File: config.mk
export PLATFORM = sky130hd
export DESIGN_NAME = i2s_rx
export DESIGN_NICKNAME = d
export VERILOG_FILES = /design/src/rtl/i2s_rx.sv
export SDC_FILE = /design/constraint.sdc
export NUM_CORES = 1
export LEC_CHECK = 0
export ABC_CLOCK_PERIOD_IN_PS = 5400
export CAP_MARGIN = 20
export CORE_MARGIN = 8
export CORE_UTILIZATION = 40
export CTS_CLUSTER_DIAMETER = 60
export DETAILED_ROUTE_END_ITERATION = 10
export GPL_TIMING_DRIVEN = 0
export SYNTH_ARGS = -nofsm -noshare
export SYNTH_HDL_FRONTEND = slang
export SYNTH_SLANG_ARGS = --single-unit
File: constraint.sdc
create_clock -name clk -period 5.4 [get_ports clk]
set_clock_uncertainty 0.1 [all_clocks]
set_input_delay 0.81 -clock clk [delete_from_list [all_inputs] [get_ports clk]]
set_output_delay 0.81 -clock clk [all_outputs]
set_load 0.05 [all_outputs]
File: src/rtl/i2s_rx.sv
// i2s_rx -- I2S serial audio receiver, single clk domain.
//
// The bit clock, word select and serial data pins are oversampled by clk. Each pin
// passes through a SYNC_STAGES-deep synchronizer. A rising edge of the synchronized
// sck produces a one-clk strobe, and every sample is taken on that strobe. The
// receiver waits for a WS transition before it starts capturing. It captures
// DATA_BITS bits MSB-first per slot and honours the I2S one-bit WS lead, so the
// strobe that sees the new WS still carries the previous slot's LSB.
//
// Ports:
//   clk, rst_n    system clock (>= 4x sck) / async active-low reset
//   i2s_sck       I2S bit clock (async)
//   i2s_ws        I2S word select, 0 = left, 1 = right (async)
//   i2s_sd        I2S serial data, MSB first (async)
//   audio_out     last completed word (two's complement), held between pulses
//   audio_valid   one-clk pulse per new audio_out
//   audio_chan    channel of audio_out
//   frame_err     one-clk pulse when a slot ends before DATA_BITS bits arrived
//
// Build option: define I2S_RX_LEFT_ONLY_EN to suppress right-channel words.
// Right-channel words are still shifted in but are never emitted, and audio_chan
// reads constant 0.
module i2s_rx #(
    parameter int DATA_BITS   = 24,
    parameter int SYNC_STAGES = 2
) (
    input  logic                 clk,
    input  logic                 rst_n,
    input  logic                 i2s_sck,
    input  logic                 i2s_ws,
    input  logic                 i2s_sd,
    output logic [DATA_BITS-1:0] audio_out,
    output logic                 audio_valid,
    output logic                 audio_chan,
    output logic                 frame_err
);
    localparam int              CW   = $clog2(DATA_BITS + 1);
    localparam logic [CW-1:0]   FULL = CW'(DATA_BITS);

    typedef enum logic [1:0] {IDLE, ARM, SHIFT} state_t;

    // ---------------- synchronizers + sck edge strobe ----------------
    logic [SYNC_STAGES-1:0] sck_sync, ws_sync, sd_sync;
    logic                   sck_prev;
    logic                   sck_s, ws_s, sd_s, strobe;

    always_ff @(posedge clk or negedge rst_n) begin
        if (!rst_n) begin
            sck_sync <= '0;
            ws_sync  <= '0;
            sd_sync  <= '0;
            sck_prev <= 1'b0;
        end else begin
            sck_sync <= {sck_sync[SYNC_STAGES-2:0], i2s_sck};
            ws_sync  <= {ws_sync[SYNC_STAGES-2:0], i2s_ws};
            sd_sync  <= {sd_sync[SYNC_STAGES-2:0], i2s_sd};
            sck_prev <= sck_s;
        end
    end

    assign sck_s  = sck_sync[SYNC_STAGES-1];
    assign ws_s   = ws_sync[SYNC_STAGES-1];
    assign sd_s   = sd_sync[SYNC_STAGES-1];
    assign strobe = sck_s & ~sck_prev;

    // ---------------- control FSM ----------------
    state_t                 state_q, state_d;
    logic                   ws_last;
    logic                   slot_chan;     // channel of the slot being shifted
    logic [CW-1:0]          bit_cnt;
    logic [DATA_BITS-1:0]   shreg;
    logic                   done_pend;     // word completed on the previous clk
    logic                   done_chan;     // channel of that completed word

    logic                   ws_edge, capture, restart, arm_load;
    logic [CW-1:0]          cnt_after;
    logic                   word_done, err_d;

    always_comb begin
        state_d  = state_q;
        ws_edge  = (ws_s != ws_last);
        capture  = 1'b0;
        restart  = 1'b0;
        arm_load = 1'b0;
        case (state_q)
            IDLE: if (strobe) begin
                arm_load = 1'b1;
                state_d  = ARM;
            end
            ARM: if (strobe && ws_edge) begin
                restart = 1'b1;
                state_d = SHIFT;
            end
            SHIFT: if (strobe) begin
                capture = (bit_cnt < FULL);
                restart = ws_edge;
            end
            default: state_d = IDLE;
        endcase
    end

    // Count after this strobe's capture; the WS-change decision looks at this
    // count because the edge bit still belongs to the old slot.
    assign cnt_after = bit_cnt + CW'(capture);
    assign word_done = capture && (cnt_after == FULL);
    assign err_d     = (state_q == SHIFT) && strobe && ws_edge && (cnt_after < FULL);

    always_ff @(posedge clk or negedge rst_n) begin
        if (!rst_n) state_q <= IDLE;
        else        state_q <= state_d;
    end

    always_ff @(posedge clk or negedge rst_n) begin
        if (!rst_n) begin
            ws_last   <= 1'b0;
            slot_chan <= 1'b0;
            bit_cnt   <= '0;
            shreg     <= '0;
            done_pend <= 1'b0;
            done_chan <= 1'b0;
            frame_err <= 1'b0;
        end else begin
            done_pend <= word_done;
            frame_err <= err_d;
            if (word_done)
                done_chan <= slot_chan;    // old channel, before any restart below
            if (capture)
                shreg <= {shreg[DATA_BITS-2:0], sd_s};
            if (arm_load)
                ws_last <= ws_s;
            if (restart) begin
                ws_last   <= ws_s;
                slot_chan <= ws_s;
                bit_cnt   <= '0;
            end else if (capture) begin
                bit_cnt   <= cnt_after;    // stops at FULL: capture is off there
            end
        end
    end

    // ---------------- output stage ----------------
    logic emit;

`ifdef I2S_RX_LEFT_ONLY_EN
    assign emit       = done_pend & ~done_chan;
    assign audio_chan = 1'b0;
`else
    assign emit = done_pend;

    always_ff @(posedge clk or negedge rst_n) begin
        if (!rst_n)    audio_chan <= 1'b0;
        else if (emit) audio_chan <= done_chan;
    end
`endif

    // shreg is stable here: the next strobe is at least 4 clks away.
    always_ff @(posedge clk or negedge rst_n) begin
        if (!rst_n) begin
            audio_out   <= '0;
            audio_valid <= 1'b0;
        end else begin
            audio_valid <= emit;
            if (emit) audio_out <= shreg;
        end
    end

endmodule

==> results.md <==
* Status: finished clean
* Clock sink total at a little under 70
* Xor/xnor share of the synthesized area at less than 1%
* GR met2 Demand/Resource at 16.5%
* Post-place instance area at between 0.003 and 0.004 mm²
* Ant diodes at 0
* Avg Inst Size Synth at 15.7 µm²
* Crit-path most repeated cell: ha_1
* Post-CTS Hold Buffers at 0
* Cell Chain, Critical Path: inv_1 -> ha_1 -> buf_2 -> nand3_4 -> buf_6 -> inv_1 -> ha_1 -> ha_1 -> nand2_1 -> o31ai_2 -> and4bb_4 -> mux2_4
* Clock-pin slew on the worst setup and hold paths at 0.08 ns
* Final nets at 226
* Worst Reg-to-Reg Cells at 12
* Post-synth ARST share at 100%
* Gp weighted congestion at 0.774
* Initial DRC count at 55
* Hold Crit Depth at 0
* DRC violations left at 0
* Multiplexer share of the synthesized area at 22.8%
* Synthesis-stage register bit count at ~70
* Final Util at between 40% and 50%
* Area of the mapped netlist at 0.00274 mm²
* Max transition margin at 44.3%
* Synth cell count leaders: dfrtp_1, mux2_2
* Die width at 98.7 µm
* Critical Path AT at ~2.9 ns
* Synth area leaders: dfrtp_1, mux2_2, mux2_4
* Maximum vdd drop at 0.000223 V
* Gr usage total at 10.7%
* Starting Density at 40.7%
* Place WS at 2.58 ns
* Hold Path Sink: sck_sync[1]
* Vias per inst at 5.01
* Critical path's slowest cell: dfrtp_1
* CTS tree: yes
* Sequential element share of the synthesized area at 63.1%
* Biggest fanout along the worst timing path at 10
* Routed WL at 4.63 mm
* Routed vias at ~1500
* Final Hold Violating Endpoints at 0
* Crit path time final at 2.79 ns
* Syn Inst Count at 174
* Slowest stage delay, CP at 0.40 ns
* Max-cap violations at 0
* Num rows at 30
* Routed Antenna Nets at 0
* Post-Synth Adder-Cell Area at around 2.3%
* CTS Buf Count at 9
* Number of synthesized flops with an enable pin at 0
* Crit start category: flop
* Area grow syn2layout at 22.8%
* Initial antenna violation count at 0
* Lkg Pwr at ~1.7 nW
* Worst Setup End Kind: flop
* Die height at 98.7 µm
* Largest family of logic cells by synthesized area: multiplexers
* Final number of max-transition violations at 0
* Hold Path Origin: sck_sync[0]
* Total Die Area at 0.00974 mm²
* FF-to-FF Start: state_q[0]
* First-pass GRT wire length at 8.27 mm
* Required time worst endpoint at 5.52 ns
* Compound-Gate Fraction of Synth Area at approximately 3.3%
* Top Usage Layer GRT: met2
* Std-Cell Core Area at 0.00672 mm²
* Fmax at 0.358 GHz
* Root buffer cell: clkbuf_8
* GR Util met3 at 3.31%
* Reg2reg end: done_chan
* Post-synth top area share at ~63%
* Pre-Repair DR Iteration Count at 4
* Endpoints failing setup at 0
* Final worst setup slack at 2.61 ns
* Netlist cell types at 35
* Synth area leader: dfrtp_1
* Clock latency on the worst-skew pair at 0.33 ns
* Primary FF master, synth: dfrtp_1
* Total global routing overflow at 0
* Num ports at 32
* Post-synthesis net count at 184
* Vias in the first global route at between 1500 and 2000
* R2R Setup Slk at 2.61 ns
* Design area at 0.00336 mm²
* Most common cell in the netlist: dfrtp_1
* Met1 usage at 12.7%
* Number of port buffers at 31
* Worst Path Class, Setup: reg2reg
* Post-Synth Simple-Gate Area at roughly 5.6%
* CTS resizes at 0
* Power density over cell area at 336 mW/mm²
* RSZ-0062 raised after global routing: false
* Hold Crit Class: reg2reg
* Largest net degree at the start of global routing at 70
* Share of layout cells above drive strength 1 at between 30 and 40%
* Total power at roughly 1.1 mW
* Final Cycle Share at just over 50%
* Setup TNS at 0 ns
* Ys Warns at 0
* Worst-Margin Slew at 0.836 ns
* Hpwl dp at 3.26 mm
* Htree depth at 3
* Clk buf depth at 2
* Setup bufs post-CTS at 0
* WL/cell at 15.4 µm
-- power by group --
group | total [mW] | switching [mW] | internal, mW
sequential | 0.568 | 0.0210 | 0.547
combinational | 0.114 | 0.0643 | 0.0498
clock | 0.447 | 0.187 | 0.260
total | 1.13 | 0.272 | 0.857
-- logic make-up after synthesis --
family          count (synthesis)
compound gates                 13
buf+inv                        11
xor+xnor                        2
mux                            54
fa+ha+maj                       5
flops                          69
simple gates                   20
-- registers in the layout, summed over array words and instances (netlist names), 2 cells and up --
register and count:
audio_out 24, bit_cnt 5, sck_sync 2, sd_sync 2
shreg 24, state_q 2, ws_sync 2
-- cell type report --
cell class	instances	area [µm²]
plain buffers	6	41.3
clock buffers	10	128
clock inverters	6	87.6
fillers	569	3360
inverters	5	18.8
multi-input cells	94	948
flip-flops and latches	69	1730
well taps	80	100
repair buffers	31	308
-- critical path, delay by kind of cell, from the launching register on --
family / cells / cell delay [ns]
buf+inv: 4 / 0.55
fa+ha+maj: 3 / 0.56
simple gates: 3 / 0.55
flops: 1 / 0.40
mux: 1 / 0.29
compound gates: 1 / 0.23
-- layer usage --
| layer | vias up | part of all wire (%) |
|---|---|---|
| li1 | 706 | - |
| met1 | 759 | 45 |
| met2 | 37 | 49 |
| met3 | 6 | 4.5 |
| met4 | 0 | 1.2 |
| met5 | - | 0 |
-- cell usage in the layout, fill, tap and decap left out, drive strengths merged, types with 2 or more instances in the layout --
cell type and n:
nor2 5, bufinv 2, inv 5, o21ai 3
nor2b 2, clkdlybuf4s50 30, mux2i 2, nand2 3
dfrtp 69, clkbuf 11, a31oi 3, mux2 52
clkinv 4, nor3 2, a21oi 3, buf 6
ha 5
-- how the worst max path moves through the flow --
stage               cells after the start  startpoint  slack [ns]        end
floorplan                              12  state_q[0]        2.89  done_chan
global placement                        1       rst_n        1.28   shreg[7]
detailed placement                     12  state_q[0]        2.58  done_chan
CTS                                    12  state_q[0]        2.58  done_chan
global route                           12  state_q[0]        2.42  done_chan
finish                                 12  state_q[0]        2.61  done_chan
-- metrics by stage --
step,hold WS (ns),std cells
after CTS,0.252,301
after floorplan,0.231,174
after detailed placement,0.236,285
after global placement,0.232,285
final,0.249,301
after global routing,0.265,301
Note: power is estimated with default switching activity, not from simulation.
